**config.mk**
```make
export PLATFORM = sky130hd
export DESIGN_NAME = param_cpu_core_flat
export DESIGN_NICKNAME = d
export VERILOG_FILES = /design/src/rtl/param_cpu_core_if.sv /design/src/rtl/param_cpu_core.sv /design/src/flat_wrapper.sv
export SDC_FILE = /design/constraint.sdc
export NUM_CORES = 2
export LEC_CHECK = 0
export CAP_MARGIN = 20
export CORE_UTILIZATION = 55
export DETAILED_ROUTE_END_ITERATION = 10
export HOLD_SLACK_MARGIN = 0.15
export PLACE_DENSITY = 0.69
export SLEW_MARGIN = 20
export SYNTH_ARGS = -nofsm -noshare
export SYNTH_HDL_FRONTEND = slang
export SYNTH_SLANG_ARGS = --single-unit
export TNS_END_PERCENT = 100
```
**constraint.sdc**
```tcl
create_clock -name clk -period 18.9 [get_ports clk]
set_clock_uncertainty 0.15 [all_clocks]
set_input_delay 1.89 -clock clk [delete_from_list [all_inputs] [get_ports clk]]
set_output_delay 1.89 -clock clk [all_outputs]
set_load 0.1 [all_outputs]
```
**src/rtl/param_cpu_core_if.sv**
```systemverilog
// param_cpu_core_if
//   Bus bundle between the core and its surroundings: the instruction ROM
//   read port and the din/dout handshake to the board I/O.
//   master : the core (drives imem_addr, din_ready, dout, dout_valid)
//   slave  : ROM / I/O side (drives imem_rdata, din, din_valid)
//   Parameters: DW (data width), PC_W (instruction address width).
interface param_cpu_core_if #(
  parameter int DW   = 16,
  parameter int PC_W = 4
);
  logic [PC_W-1:0] imem_addr;
  logic [31:0]     imem_rdata;
  logic [DW-1:0]   din;
  logic            din_valid;
  logic            din_ready;
  logic [DW-1:0]   dout;
  logic            dout_valid;

  modport master (
    output imem_addr, din_ready, dout, dout_valid,
    input  imem_rdata, din, din_valid
  );

  modport slave (
    input  imem_addr, din_ready, dout, dout_valid,
    output imem_rdata, din, din_valid
  );
endinterface

```
**src/rtl/param_cpu_core.sv**
```systemverilog
// param_cpu_core
//   Multi-cycle processor core: FETCH -> LOAD -> EXEC, 3 cycles per
//   instruction (storedin stalls in EXEC until din_valid). External ROM with
//   a registered 1-cycle read; register file, SGPR and data memory inside.
//   Ports:
//     clk, sys_rst_n  clock, asynchronous active-low reset
//     start           pulse: leave IDLE/HALT and run from PC=0
//     step            (CPU_SINGLE_STEP_EN only) retire one instruction per pulse
//     bus             param_cpu_core_if.master (imem read, din/dout handshake)
//     flags           {sign, zero, carry, overflow}
//     halted          high while in HALT
//   Build option: define CPU_SINGLE_STEP_EN to add the step input and the
//   STEP_WAIT state between instructions.
//   IR layout: [31:27] op, [26:22] rdst, [21:17] rsrc1, [16] imm,
//              [15:11] rsrc2, [15:0] isrc.
module param_cpu_core #(
  parameter int DW         = 16,
  parameter int NREG       = 32,
  parameter int IMEM_DEPTH = 16,
  parameter int DMEM_DEPTH = 16,
  localparam int PC_W = (IMEM_DEPTH > 1) ? $clog2(IMEM_DEPTH) : 1,
  localparam int DA_W = (DMEM_DEPTH > 1) ? $clog2(DMEM_DEPTH) : 1,
  localparam int RW   = (NREG > 1) ? $clog2(NREG) : 1
) (
  input  logic                    clk,
  input  logic                    sys_rst_n,
  input  logic                    start,
`ifdef CPU_SINGLE_STEP_EN
  input  logic                    step,
`endif
  param_cpu_core_if.master        bus,
  output logic [3:0]              flags,
  output logic                    halted
);

  typedef struct packed {
    logic [4:0]  op;
    logic [4:0]  rdst;
    logic [4:0]  rsrc1;
    logic        imm;
    logic [15:0] isrc;
  } instr_t;

  localparam logic [4:0] OP_MOVSGPR = 5'b00000, OP_MOV  = 5'b00001,
                         OP_ADD     = 5'b00010, OP_SUB  = 5'b00011,
                         OP_MUL     = 5'b00100, OP_OR   = 5'b00101,
                         OP_AND     = 5'b00110, OP_XOR  = 5'b00111,
                         OP_XNOR    = 5'b01000, OP_NAND = 5'b01001,
                         OP_NOR     = 5'b01010, OP_NOT  = 5'b01011,
                         OP_STOREREG = 5'b01101, OP_STOREDIN = 5'b01110,
                         OP_SENDDOUT = 5'b01111, OP_SENDREG  = 5'b10001,
                         OP_JMP = 5'b10010, OP_JC  = 5'b10011, OP_JNC = 5'b10100,
                         OP_JS  = 5'b10101, OP_JNS = 5'b10110, OP_JZ  = 5'b10111,
                         OP_JNZ = 5'b11000, OP_JV  = 5'b11001, OP_JNV = 5'b11010,
                         OP_HALT = 5'b11011;

  typedef enum logic [2:0] {S_IDLE, S_FETCH, S_LOAD, S_EXEC, S_HALT, S_STEP} state_t;

`ifdef CPU_SINGLE_STEP_EN
  localparam state_t S_GO = S_STEP;   // park between instructions
`else
  localparam state_t S_GO = S_FETCH;
`endif

  state_t state, nxt;

  logic [PC_W-1:0] pc, pc_inc, pc_nxt;
  instr_t          ir;
  logic [DW-1:0]   gpr [NREG];
  logic [DW-1:0]   sgpr;
  logic [DW-1:0]   dmem [DMEM_DEPTH];
  logic [DW-1:0]   dout_r;
  logic            dout_vld;

  logic [RW-1:0]   rd_i, rs1_i, rs2_i;
  logic [DA_W-1:0] daddr;
  logic [DW-1:0]   isrc_x, a, b, alu_res;
  logic [DW:0]     sum;
  logic [DW-1:0]   diff;
  logic [2*DW-1:0] prod;
  logic [3:0]      alu_flags;
  logic            is_alu, take;
  logic            start_go, load_ir, exec_fire, din_rdy;

  assign rd_i   = ir.rdst[RW-1:0];
  assign rs1_i  = ir.rsrc1[RW-1:0];
  assign rs2_i  = ir.isrc[15:11];
  assign daddr  = ir.isrc[DA_W-1:0];
  assign isrc_x = DW'(ir.isrc);
  assign a      = gpr[rs1_i];
  assign b      = ir.imm ? isrc_x : gpr[rs2_i];
  assign is_alu = (ir.op <= OP_NOT);

  assign bus.imem_addr  = pc;
  assign bus.din_ready  = din_rdy;
  assign bus.dout       = dout_r;
  assign bus.dout_valid = dout_vld;

  // ---------------- FSM: state register ----------------
  always_ff @(posedge clk or negedge sys_rst_n) begin
    if (!sys_rst_n) state <= S_IDLE;
    else            state <= nxt;
  end

  // ---------------- FSM: next state ----------------
  always_comb begin
    nxt = state;
    case (state)
      S_IDLE, S_HALT: if (start) nxt = S_GO;
`ifdef CPU_SINGLE_STEP_EN
      S_STEP:         if (!start && step) nxt = S_FETCH;
`endif
      S_FETCH:        nxt = S_LOAD;
      S_LOAD:         nxt = S_EXEC;
      S_EXEC: begin
        if (ir.op == OP_HALT)                              nxt = S_HALT;
        else if (ir.op == OP_STOREDIN && !bus.din_valid)   nxt = S_EXEC;
        else                                               nxt = S_GO;
      end
      default:        nxt = S_IDLE;
    endcase
  end

  // ---------------- FSM: outputs ----------------
  always_comb begin
    halted    = (state == S_HALT);
    din_rdy   = (state == S_EXEC) && (ir.op == OP_STOREDIN);
    load_ir   = (state == S_LOAD);
    exec_fire = (state == S_EXEC) && !(din_rdy && !bus.din_valid);
    start_go  = start && ((state == S_IDLE) || (state == S_HALT));
`ifdef CPU_SINGLE_STEP_EN
    if (state == S_STEP && start) start_go = 1'b1;
`endif
  end

  // ---------------- ALU ----------------
  always_comb begin
    sum       = {1'b0, a} + {1'b0, b};
    diff      = a - b;
    prod      = (2*DW)'(a) * (2*DW)'(b);
    alu_res   = '0;
    alu_flags = '0;
    case (ir.op)
      OP_MOVSGPR: alu_res = sgpr;
      OP_MOV:     alu_res = ir.imm ? isrc_x : a;
      OP_ADD: begin
        alu_res      = sum[DW-1:0];
        alu_flags[1] = sum[DW];
        alu_flags[0] = (a[DW-1] == b[DW-1]) && (sum[DW-1] != a[DW-1]);
      end
      OP_SUB: begin
        alu_res      = diff;
        alu_flags[0] = (a[DW-1] != b[DW-1]) && (diff[DW-1] != a[DW-1]);
      end
      OP_MUL:     alu_res = prod[DW-1:0];
      OP_OR:      alu_res = a | b;
      OP_AND:     alu_res = a & b;
      OP_XOR:     alu_res = a ^ b;
      OP_XNOR:    alu_res = ~(a ^ b);
      OP_NAND:    alu_res = ~(a & b);
      OP_NOR:     alu_res = ~(a | b);
      OP_NOT:     alu_res = ir.imm ? ~isrc_x : ~a;
      default:    alu_res = '0;
    endcase
    // mul reports sign/zero on the full double-width product
    if (ir.op == OP_MUL) begin
      alu_flags[3] = prod[2*DW-1];
      alu_flags[2] = (prod == '0);
    end else begin
      alu_flags[3] = alu_res[DW-1];
      alu_flags[2] = (alu_res == '0);
    end
  end

  // ---------------- next PC ----------------
  always_comb begin
    case (ir.op)
      OP_JMP:  take = 1'b1;
      OP_JC:   take =  flags[1];
      OP_JNC:  take = !flags[1];
      OP_JS:   take =  flags[3];
      OP_JNS:  take = !flags[3];
      OP_JZ:   take =  flags[2];
      OP_JNZ:  take = !flags[2];
      OP_JV:   take =  flags[0];
      OP_JNV:  take = !flags[0];
      default: take = 1'b0;
    endcase
    pc_inc = (pc == PC_W'(IMEM_DEPTH - 1)) ? '0 : pc + PC_W'(1);
    if (ir.op == OP_HALT) pc_nxt = pc;
    else if (take)        pc_nxt = ir.isrc[PC_W-1:0];
    else                  pc_nxt = pc_inc;
  end

  // ---------------- architectural state ----------------
  // Every result lands on the edge that ends EXEC, so all reads in EXEC see
  // the pre-instruction register values.
  always_ff @(posedge clk or negedge sys_rst_n) begin
    if (!sys_rst_n) begin
      pc       <= '0;
      ir       <= '0;
      sgpr     <= '0;
      flags    <= '0;
      dout_r   <= '0;
      dout_vld <= 1'b0;
      for (int i = 0; i < NREG; i++) gpr[i] <= '0;
    end else begin
      dout_vld <= 1'b0;
      if (start_go) pc <= '0;
      if (load_ir)  ir <= instr_t'(bus.imem_rdata);
      if (exec_fire) begin
        pc <= pc_nxt;
        if (is_alu) begin
          gpr[rd_i] <= alu_res;
          flags     <= alu_flags;
        end
        if (ir.op == OP_MUL)     sgpr <= prod[2*DW-1:DW];
        if (ir.op == OP_SENDREG) gpr[rd_i] <= dmem[daddr];
        if (ir.op == OP_SENDDOUT) begin
          dout_r   <= dmem[daddr];
          dout_vld <= 1'b1;
        end
      end
    end
  end

  // Data memory is deliberately not reset.
  always_ff @(posedge clk) begin
    if (exec_fire && ir.op == OP_STOREREG) dmem[daddr] <= a;
    if (exec_fire && ir.op == OP_STOREDIN) dmem[daddr] <= bus.din;
  end

endmodule

```
**src/flat_wrapper.sv**
```systemverilog
// flat-port wrapper written by rule: the top's interface ports become plain ports
module param_cpu_core_flat 
#(
  parameter int DW         = 16,
  parameter int NREG       = 32,
  parameter int IMEM_DEPTH = 16,
  parameter int DMEM_DEPTH = 16,
  localparam int PC_W = (IMEM_DEPTH > 1) ? $clog2(IMEM_DEPTH) : 1,
  localparam int DA_W = (DMEM_DEPTH > 1) ? $clog2(DMEM_DEPTH) : 1,
  localparam int RW   = (NREG > 1) ? $clog2(NREG) : 1
)
  (clk, sys_rst_n, start, flags, halted, bus_imem_addr, bus_din_ready, bus_dout, bus_dout_valid, bus_imem_rdata, bus_din, bus_din_valid);
  param_cpu_core_if #(.DW(DW), .PC_W(4)) bus_i ();
  input  logic clk;
  input  logic sys_rst_n;
  input  logic start;
  output logic [3:0] flags;
  output logic halted;
  output wire logic [$bits(bus_i.imem_addr)-1:0] bus_imem_addr;
  output wire logic [$bits(bus_i.din_ready)-1:0] bus_din_ready;
  output wire logic [$bits(bus_i.dout)-1:0] bus_dout;
  output wire logic [$bits(bus_i.dout_valid)-1:0] bus_dout_valid;
  input wire logic [$bits(bus_i.imem_rdata)-1:0] bus_imem_rdata;
  input wire logic [$bits(bus_i.din)-1:0] bus_din;
  input wire logic [$bits(bus_i.din_valid)-1:0] bus_din_valid;
  assign bus_imem_addr = bus_i.imem_addr;
  assign bus_din_ready = bus_i.din_ready;
  assign bus_dout = bus_i.dout;
  assign bus_dout_valid = bus_i.dout_valid;
  assign bus_i.imem_rdata = bus_imem_rdata;
  assign bus_i.din = bus_din;
  assign bus_i.din_valid = bus_din_valid;
  param_cpu_core #(.DW(DW), .NREG(NREG), .IMEM_DEPTH(IMEM_DEPTH), .DMEM_DEPTH(DMEM_DEPTH)) u_core (.clk(clk), .sys_rst_n(sys_rst_n), .start(start), .bus(bus_i), .flags(flags), .halted(halted));
endmodule
```
==> results.py <==
metrics = {
    "yosys": {
        "synth_compound_area_share_pct": 17.0,
        "yosysMostFrequentCell": "nor2_1",
        "synth_adder_area_share_pct": 10.5,
        "synthCells": 5256,
        "netlist_top_cells_area": "dfrtp_1 26%, mux4_2 14%, edfxtp_1 14%",
        "synth_cell_types": 99,
        "synth.area.mux_share_pct": 16.1,
        "synthArstFlopShare_pct": 69.7,
        "yosys_most_used_dff": "dfrtp_1",
        "netlist_area_um2": 55800,
        "synth_largest_area_cell": "dfrtp_1",
        "synth_top_family_by_area": "compound AO/OA/AOI/OAI gates",
        "synth.avg_cell_area_um2": 10.6,
        "synth_warnings": 0,
        "synth-edff-count": 256,
        "synth_common_cells": "661 x nor2_1, 588 x dfrtp_1, 510 x a21oi_1",
        "yosys.area.top_type_share_pct": 26.4,
        "synth_xor_area_share_pct": 0.534,
        "synth-seq-cells": 844,
        "seq_area_frac_synth_pct": 40.2,
        "synthSimpleGateAreaFrac_pct": 10.1,
        "synth_nets": 5657,
    },
    "sta": {
        "rsz0062_at_grt": "no",
        "setup_tns_ns": 0,
        "hold_viol": 0,
        "tightest_slew_ns": 1.27,
        "finalCritPeriodShare_pct": 60.2,
        "maxSlewViolCount": 0,
        "finalWorstPathRequiredPeriod_ns": 11.37,
        "maxSlewHeadroom_pct": 15.6,
        "fmax_mhz": 87.9,
        "setup_viol": 0,
    },
    "routing": {
        "drt_wl_total_mm": 218,
        "avgRoutedWirePerCell_um": 33.1,
        "dr.pass1.iters": 8,
        "ant_nets": 0,
        "drt_iter0_drc": 8654,
        "viasPerCell": 7.43,
        "drc": 0,
        "dr_total_vias": 48800,
    },
    "global_routing": {
        "grt_start_max_net_pins": 183,
        "grt_pass1_wl_mm": 319,
        "grt_pass1_vias": 47100,
        "grt_util_all_layers_pct": 42.4,
        "grt_overflow_total": 0,
        "antenna_found_initial": 9,
    },
    "floorplan": {
        "dieWidth_um": 320,
        "die_height_um": 320,
        "core_um2": 100000,
        "rows": 116,
        "ioPinCount": 79,
        "start_util_pct": 55.6,
        "die-area_um2": 103000,
    },
    "clock_network": {
        "cts_tree": "built",
        "clkTransAtPathRegs_ns": 0.06,
        "clock_latency_ns": 0.71,
        "cts_root_buf": "clkbuf_16",
        "post_cts_buffers": 0,
        "clock_path_buffers": 3,
        "cts_hold_buf": 0,
        "cts_sinks": 844,
        "cts-buffers-inserted": 92,
        "ctsResizeCount": 0,
        "htreeDepth": 3,
    },
    "flow_run": {
        "drv_cap": 0,
    },
    "worst_setup_path": {
        "worstPathArrival_ns": 11.84,
        "slowest_delay_ns": 0.69,
        "cp-end-kind": "flip-flop",
        "crit_path_frequent_cell": "fa_1",
        "cp_slowest_cell": "buf_4",
        "worstPathMaxFanout": 45,
        "path_class": "reg2reg",
        "crit_path_start_kind": "flip-flop",
        "crit_required_ns": 19.37,
    },
    "final_layout": {
        "drive_above_1_share_pct": 15.3,
        "fin_nets": 5537,
        "area_delta_synth_final_pct": 9.28,
    },
    "place": {
        "place_congestion": 1.10,
        "dp_hpwl_mm": 146,
        "port_buffers": 78,
    },
    "run_status": {
        "status": "complete, no violations",
    },
    "hold_path": {
        "min_path_type": "reg2reg",
    },
}
[logic make-up after synthesis]
logic type      count (synthesis)
simple gates                 1315
xor+xnor                       34
fa+ha+maj                     349
mux                           454
compound gates               1491
buf+inv                       769
flops                         844
[worst paths after layout]
check,start,endpoint,slack (ns),depth (start not counted)
max in group asynchronous,sys_rst_n,u_core.isrc_x[0]$_DFFE_PN0P_,15.07,3
hold reg to reg,u_core.bus.dout[0]$_DFFE_PN0P_,u_core.bus.dout[0]$_DFFE_PN0P_,0.33,2
setup / recovery,u_core.isrc_x[12]$_DFFE_PN0P_,u_core.flags[2]$_DFFE_PN0P_,7.53,31
min in group asynchronous,sys_rst_n,u_core.gpr[211]$_DFFE_PN0P_,1.14,1
setup reg to reg,u_core.isrc_x[12]$_DFFE_PN0P_,u_core.flags[2]$_DFFE_PN0P_,7.53,31
hold / removal,u_core.bus.dout[0]$_DFFE_PN0P_,u_core.bus.dout[0]$_DFFE_PN0P_,0.33,2
[cell usage in the layout, fill, tap and decap left out, types with 26 or more instances in the layout]
cell / n
mux4_2: 350
clkdlybuf4s50_1: 77
dfrtp_1: 579
clkbuf_16: 94
edfxtp_1: 256
fa_1: 195
o21ai_0: 87
inv_1: 297
mux2_2: 37
xnor2_1: 26
a22oi_1: 165
ha_1: 154
nand3_1: 50
o22ai_1: 404
nor2_1: 649
nand2_1: 395
a21oi_1: 498
mux2i_1: 65
o22a_1: 129
buf_4: 163
nor3_1: 37
[state kept, by name, indices dropped and copies added, names as in the netlist]
signal and cells:
u_core.bus.dout 16, u_core.bus.dout_valid 1, u_core.bus.imem_addr 4, u_core.dmem 256, u_core.flags 4, u_core.gpr 512, u_core.ir 6, u_core.isrc_x 16
u_core.rd_i 5, u_core.rs1_i 5, u_core.sgpr 16, u_core.state 3
[metal layers]
layer	vias up	track usage [%]	share of wire [%]	wire, um
met5	-	0.615	0.094	204
met2	4490	56.7	40	87500
met3	942	19.0	17	37400
met4	10	23.4	6.8	14700
li1	19200	-	-	-
met1	24100	57.1	36	78000
[critical path: cells and delay by family, from the launching register on]
kind / cells / cell delay (ns)
AOI/OAI and AO/OA: 3 / 0.89
adders and majority gates: 8 / 3.67
buffers and inverters: 8 / 1.85
DFF: 1 / 0.57
muxes: 3 / 1.53
and+or+nand+nor: 9 / 2.55
[per-stage QoR]
stage,setup slack [ns],hold slack [ns],cells,area (um2),util [%]
2_1_floorplan,9.98,0.295,5256,55800,-
3_3_place_gp,8.16,0.318,6397,57800,57.6
3_5_place_dp,8.03,0.312,6397,57800,57.7
4_1_cts,8.00,0.334,6566,60900,60.7
5_1_grt,7.39,0.350,6568,60900,60.8
6_report,7.53,0.328,6571,60900,60.8
[area by class of cell]
type                       instances  area [um2]
antenna                            3        7.51
multi-input combinational       3643       30500
clock inverter                    43         473
sequential                       844       22400
clock buffer                     126        2580
timing repair buffer             248        2120
fill                            8246       39300
tap                             1357        1700
inverter                         307        1150
Power is not shown: default switching activity piles up to over one toggle a cycle in this logic, so the estimate is an artifact.
